`config.mk`:
```
export PLATFORM = sky130hd
export DESIGN_NAME = dsm2_modulator
export DESIGN_NICKNAME = d
export VERILOG_FILES = /design/src/rtl/dsm2_modulator.sv
export SDC_FILE = /design/constraint.sdc
export NUM_CORES = 1
export LEC_CHECK = 0
export BUFFER_PORTS_ARGS = -buffer_cell sky130_fd_sc_hd__buf_2
export CAP_MARGIN = 30
export CORE_MARGIN = 2
export CORE_UTILIZATION = 60
export CTS_CLUSTER_SIZE = 14
export DETAILED_ROUTE_END_ITERATION = 10
export PLACE_DENSITY_LB_ADDON = 0.15
export SLEW_MARGIN = 15
export SYNTH_ARGS = -nofsm -noshare
export SYNTH_HDL_FRONTEND = slang
export SYNTH_SLANG_ARGS = --single-unit
```
`constraint.sdc`:
```
create_clock -name clock -period 4 [get_ports clock]
set_clock_uncertainty 0.15 [all_clocks]
set_input_delay 1.2 -clock clock [delete_from_list [all_inputs] [get_ports clock]]
set_output_delay 1.2 -clock clock [all_outputs]
set_load 0.02 [all_outputs]
```
`src/rtl/dsm2_modulator.sv`:
```
// rtl/dsm2_modulator.sv - second-order delta-sigma modulator with overload recovery
//
// Two cascaded saturating integrators driven by a 1-bit +/-FS feedback.
// A run of RUN_MAX identical output bits is treated as overload: the loop
// is flushed to zero and allowed to settle before dout is marked valid again.
//
// Ports:
//   clock       in   sample-rate clock, posedge
//   reset_n     in   asynchronous active-low reset
//   en          in   clock enable, all state holds when low
//   din[19:0]   in   signed sample, full scale 2^19
//   clr_ovf     in   synchronous clear of ovf (a simultaneous set wins)
//   dout        out  bitstream, 1 = +FS, 0 = -FS
//   dout_valid  out  dout was produced in RUN
//   ovf         out  sticky integrator-saturation flag
//   recover_cnt out  saturating count of overload recoveries

module dsm2_modulator #(
  parameter int IW         = 24,
  parameter int RUN_MAX    = 32,
  parameter int SETTLE_LEN = 8
) (
  input  logic        clock,
  input  logic        reset_n,
  input  logic        en,
  input  logic [19:0] din,
  input  logic        clr_ovf,
  output logic        dout,
  output logic        dout_valid,
  output logic        ovf,
  output logic [7:0]  recover_cnt
);

  // Two guard bits so integrator + step never wraps before clamping.
  localparam int W  = IW + 2;
  localparam int RW = $clog2(RUN_MAX + 1);
  localparam int SW = $clog2(SETTLE_LEN + 1);

  localparam logic [1:0] ST_RUN    = 2'd0;
  localparam logic [1:0] ST_FLUSH  = 2'd1;
  localparam logic [1:0] ST_SETTLE = 2'd2;

  localparam logic signed [W-1:0] I_MAX  = W'((64'sd1 <<< (IW - 1)) - 64'sd1);
  localparam logic signed [W-1:0] I_MIN  = W'(-(64'sd1 <<< (IW - 1)));
  localparam logic signed [W-1:0] FB_POS = W'(64'sd524288);
  localparam logic signed [W-1:0] FB_NEG = W'(-64'sd524288);

  logic signed [19:0]   x;
  logic signed [IW-1:0] i1;
  logic signed [IW-1:0] i2;
  logic [1:0]           state;
  logic [RW-1:0]        run_len;
  logic [SW-1:0]        settle_cnt;
  logic                 clamp_q;

  logic signed [W-1:0]  x_w, i1_w, i2_w, fb, d1, d2, s1, s2;
  logic signed [IW-1:0] i1_n, i2_n;
  logic                 clamp1, clamp2, dout_n;

  always_comb begin
    x_w  = {{(W - 20){x[19]}}, x};
    i1_w = {{2{i1[IW-1]}}, i1};
    i2_w = {{2{i2[IW-1]}}, i2};
    fb   = dout ? FB_POS : FB_NEG;
    d1   = x_w - fb;
    d2   = i1_w - fb;
    // Both integrators read the old i1; >>> floors toward -inf.
    s1   = i1_w + (d1 >>> 1);
    s2   = i2_w + (d2 >>> 1);

    i1_n   = s1[IW-1:0];
    clamp1 = 1'b0;
    if (s1 > I_MAX) begin
      i1_n   = I_MAX[IW-1:0];
      clamp1 = 1'b1;
    end else if (s1 < I_MIN) begin
      i1_n   = I_MIN[IW-1:0];
      clamp1 = 1'b1;
    end

    i2_n   = s2[IW-1:0];
    clamp2 = 1'b0;
    if (s2 > I_MAX) begin
      i2_n   = I_MAX[IW-1:0];
      clamp2 = 1'b1;
    end else if (s2 < I_MIN) begin
      i2_n   = I_MIN[IW-1:0];
      clamp2 = 1'b1;
    end

    dout_n = ~i2_n[IW-1];
  end

  always_ff @(posedge clock or negedge reset_n) begin
    if (!reset_n) begin
      x           <= '0;
      i1          <= '0;
      i2          <= '0;
      dout        <= 1'b0;
      dout_valid  <= 1'b0;
      ovf         <= 1'b0;
      recover_cnt <= '0;
      run_len     <= RW'(1);
      state       <= ST_RUN;
      settle_cnt  <= '0;
      clamp_q     <= 1'b0;
    end else if (en) begin
      x          <= $signed(din);
      dout_valid <= (state == ST_RUN);

      // A clamp is flagged one edge after it happens; set beats clear.
      if (clamp_q) begin
        ovf <= 1'b1;
      end else if (clr_ovf) begin
        ovf <= 1'b0;
      end

      case (state)
        ST_RUN: begin
          i1      <= i1_n;
          i2      <= i2_n;
          dout    <= dout_n;
          clamp_q <= clamp1 | clamp2;
          if (dout_n == dout) begin
            run_len <= run_len + RW'(1);
            if (run_len == RW'(RUN_MAX - 1)) begin
              state <= ST_FLUSH;
            end
          end else begin
            run_len <= RW'(1);
          end
        end
        ST_FLUSH: begin
          i1         <= '0;
          i2         <= '0;
          dout       <= 1'b0;
          run_len    <= RW'(1);
          clamp_q    <= 1'b0;
          settle_cnt <= '0;
          if (recover_cnt != 8'hff) begin
            recover_cnt <= recover_cnt + 8'd1;
          end
          state <= ST_SETTLE;
        end
        ST_SETTLE: begin
          i1      <= i1_n;
          i2      <= i2_n;
          dout    <= dout_n;
          clamp_q <= clamp1 | clamp2;
          if (settle_cnt == SW'(SETTLE_LEN - 1)) begin
            settle_cnt <= '0;
            run_len    <= RW'(1);
            state      <= ST_RUN;
          end else begin
            settle_cnt <= settle_cnt + SW'(1);
          end
        end
        default: begin
          state <= ST_RUN;
        end
      endcase
    end
  end

endmodule

```
==> summary by stage <==
Run status
The run finished with clean final reports.

Worst setup path
In this run the critical register-to-register path is launched from dout. The kind of cell with the highest combined delay on the critical path is compound AO/OA/AOI/OAI gates. The critical-path maximum fanout is 8. The type of the worst setup path is reg2reg. The register-to-register setup slack is 240 ps. The critical register-to-register path endpoint is clamp_q.

Traced cell by cell, the critical path runs through ha_1 -> a21o_1 -> a21oi_1 -> xnor2_1 -> ha_1 -> a21o_1 -> a21oi_1 -> o21bai_1 -> nor2_1 -> a2bb2oi_2 -> xor2_2 -> or3_1 -> a32o_1 -> a31o_1. For this run, the slowest stage of the critical path takes 500 ps. STA classifies the critical path startpoint as a flip-flop. STA classifies the critical path endpoint as a flip-flop. The critical path contains buffers and inverters numbering 0 combined. The slowest cell on the critical path is sky130_fd_sc_hd__dfrtp_2. The worst reg2reg path depth is 14. At the worst endpoint, the required time is 4150 ps. Data on the critical path arrives at its endpoint at 3910 ps.

Hold path
The startpoint of the worst hold path is recover_cnt[6]. The class of the tightest hold or removal check is reg2reg. Counting instances, the worst hold path has a depth of 1. The path with the worst hold slack has its endpoint at recover_cnt[6].

Layout
0 antenna diodes ended up in the layout. In the layout the commonest cells are 89 x sky130_fd_sc_hd__dfrtp_1, 57 x sky130_fd_sc_hd__ha_1, 47 x sky130_fd_sc_hd__a21oi_1. Summing all non-filler instances in the final layout gives an area of 6970 µm². The library cell used most frequently in the layout, excluding fill and tap cells, is sky130_fd_sc_hd__dfrtp_1.

At the end of the flow, the number of nets in the layout was 766. In the final layout, the share of cells above drive strength 1 is 15.2%. The layout overhead on the synthesized area is 8.66%.

Timing
Timing would allow up to 0.266 GHz. The hold violation count in the final report is 0. In the finished design, the share of the clock period the worst path needs comes to 94.1%. The final number of max-transition violations was 0.

Setup violations remaining at the end of the flow were counted as 0. The worst-case headroom to the max-slew limit is 46.1%. The minimum clock period is 3760 ps. At the pin with the least slew margin, the transition time is 808 ps.

Hold is met by ~350 ps. Adding up every negative setup slack in the final design gives 0 ps.

Logic synthesis
Synthesis produced a netlist whose cell count is about 660. Yosys printed 0 warnings. The synthesized design contains 91 register bits.

The mean post-synth cell area is approximately 10 µm². The synthesized netlist occupies a cell area of 6410 µm². For this run, the leading register cell type out of synthesis is sky130_fd_sc_hd__dfrtp_1. The net count of the mapped netlist is between 700 and 800. Of all flip-flops after synthesis, the portion carrying an async set or reset was 100%. The proportion of synthesized chip area in sequential cells is 35.5%. The number of different library cells used by synthesis comes to just over 60. The number of enable-type register cells in the synthesized netlist is 0.

Floorplan
The die covers 11500 µm². For this configuration, the core starts out at a cell density of 61.9%. The floorplan step defined a core boundary enclosing 10400 µm². The number of placement rows is 37. The I/O pin count is 35. The die is 107 µm wide.

The vertical extent of the die is 107 µm.

Global route
The final global-route overflow total is 0. The first global-routing pass estimated 23.7 mm of wire. For this run, the total global-route usage over all layers was measured as about a quarter. The pin count of the biggest net entering global routing is 63. The initial antenna violation count is 0.

The number of global-route vias before repair is 5134.

Clock tree
TritonCTS built the clock tree. Post-CTS timing repair inserted 0 buffers for setup. For the worst-skew pair, the clock arrives at the later sink with an insertion delay of 390 ps.

The clock transition at the registers of the reported paths is 100 ps. The buffer levels on the longest clock path is 2. The post-cts sizing count is 0.

In this run the number of H-tree levels came out at 3. TritonCTS created 9 clock buffers. Buffers inserted to repair hold after CTS numbered 0. For this design, the sink count on the clock tree is 91. CTS placed an instance of sky130_fd_sc_hd__clkbuf_8 at the clock tree root.

Detailed routing
The post-detailed-route wirelength per cell is 17.9 µm. The number of iterations in the first detailed-routing pass is 5. In the routed layout, each cell is associated on average with a via count of 6.44. The total wire length after detailed routing is 14.7 mm.

After detailed routing, the number of remaining DRC violations is 0. The count of antenna-violating nets left after detailed routing is 0. The detailed router finished its first iteration with 317 violations. The total number of vias is 5296.

Place
Once placement finished, the instance area stood at 6730 µm². The routability congestion estimate from global placement is 0.913. Port buffering added 33 buffers. Once detailed placement completed, the half-perimeter wirelength came to 10.6 mm.

Flow run
The reported max-cap violation count is 0.
[area by class of cell]
class / instances / area [µm²]
clock buffer: 10 / 138
fill: 789 / 3400
multi-input combinational: 516 / 3970
sequential: 91 / 2280
timing repair buffer: 46 / 285
tap: 136 / 170
clock inverter: 6 / 68.8
inverter: 17 / 63.8
[Yosys cell counts, types with 5 or more instances]
master	n	area [µm²]
sky130_fd_sc_hd__o21bai_1	10	75.1
sky130_fd_sc_hd__nor3_1	7	35.0
sky130_fd_sc_hd__nand2b_1	10	62.6
sky130_fd_sc_hd__o21a_1	5	37.5
sky130_fd_sc_hd__nand2_1	41	154
sky130_fd_sc_hd__inv_1	17	63.8
sky130_fd_sc_hd__o31ai_1	8	60.1
sky130_fd_sc_hd__ha_1	58	726
sky130_fd_sc_hd__a221o_1	43	430
sky130_fd_sc_hd__a211oi_1	8	60.1
sky130_fd_sc_hd__nand4_1	7	43.8
sky130_fd_sc_hd__a22o_1	7	61.3
sky130_fd_sc_hd__nor2b_1	9	56.3
sky130_fd_sc_hd__buf_2	13	65.1
sky130_fd_sc_hd__a21oi_1	47	235
sky130_fd_sc_hd__mux2_2	21	236
sky130_fd_sc_hd__xnor2_1	27	236
sky130_fd_sc_hd__a21o_1	24	180
sky130_fd_sc_hd__o21ai_0	33	165
sky130_fd_sc_hd__xor2_1	23	201
sky130_fd_sc_hd__or3_1	5	31.3
sky130_fd_sc_hd__nor2_1	35	131
sky130_fd_sc_hd__and3_1	8	50.1
sky130_fd_sc_hd__dfrtp_1	90	2250
sky130_fd_sc_hd__clkbuf_1	14	52.6
sky130_fd_sc_hd__nand3_1	17	85.1
sky130_fd_sc_hd__a31oi_1	7	43.8
[logic make-up after synthesis]
logic type	synth area share, %
compound gates	26.7
xor+xnor	6.83
buf+inv	3.18
flops	35.5
fa+ha+maj	12.2
mux	3.69
simple gates	11.9
[worst max path at each step]
stage / startpoint / endpoint / slack (ps) / depth (start not counted)
floorplan: dout / clamp_q / 300 / 14
global placement: dout / i2[4] / 250 / 15
detailed placement: dout / i2[11] / 190 / 15
CTS: dout / run_len[2] / 150 / 15
global route: dout / i2[2] / -4 / 16
finish: dout / clamp_q / 240 / 14
[routing by layer]
layer | global-route usage (%) | wire length, µm
met5 | 0 | 0
met4 | 11.3 | 333
met3 | 4.90 | 668
met2 | 43.4 | 7090
met1 | 33.8 | 6600
[through the flow]
stage                     instances  worst slack (ps)  util [%]
after floorplan                 655               302         -
after global placement          806               247      64.9
after detailed placement        806               186      64.9
after CTS                       822               149      66.9
after global routing            822             -3.88      67.2
final                           822               237      67.2
[flip-flops by register name, summed over array words and instances, names as in the netlist, 2 cells and up]
signal       flops
x               19
i1              24
state            2
i2              24
recover_cnt      8
run_len          6
settle_cnt       4
Power is not shown: default switching activity piles up to over one toggle a cycle in this logic, so the estimate is an artifact.
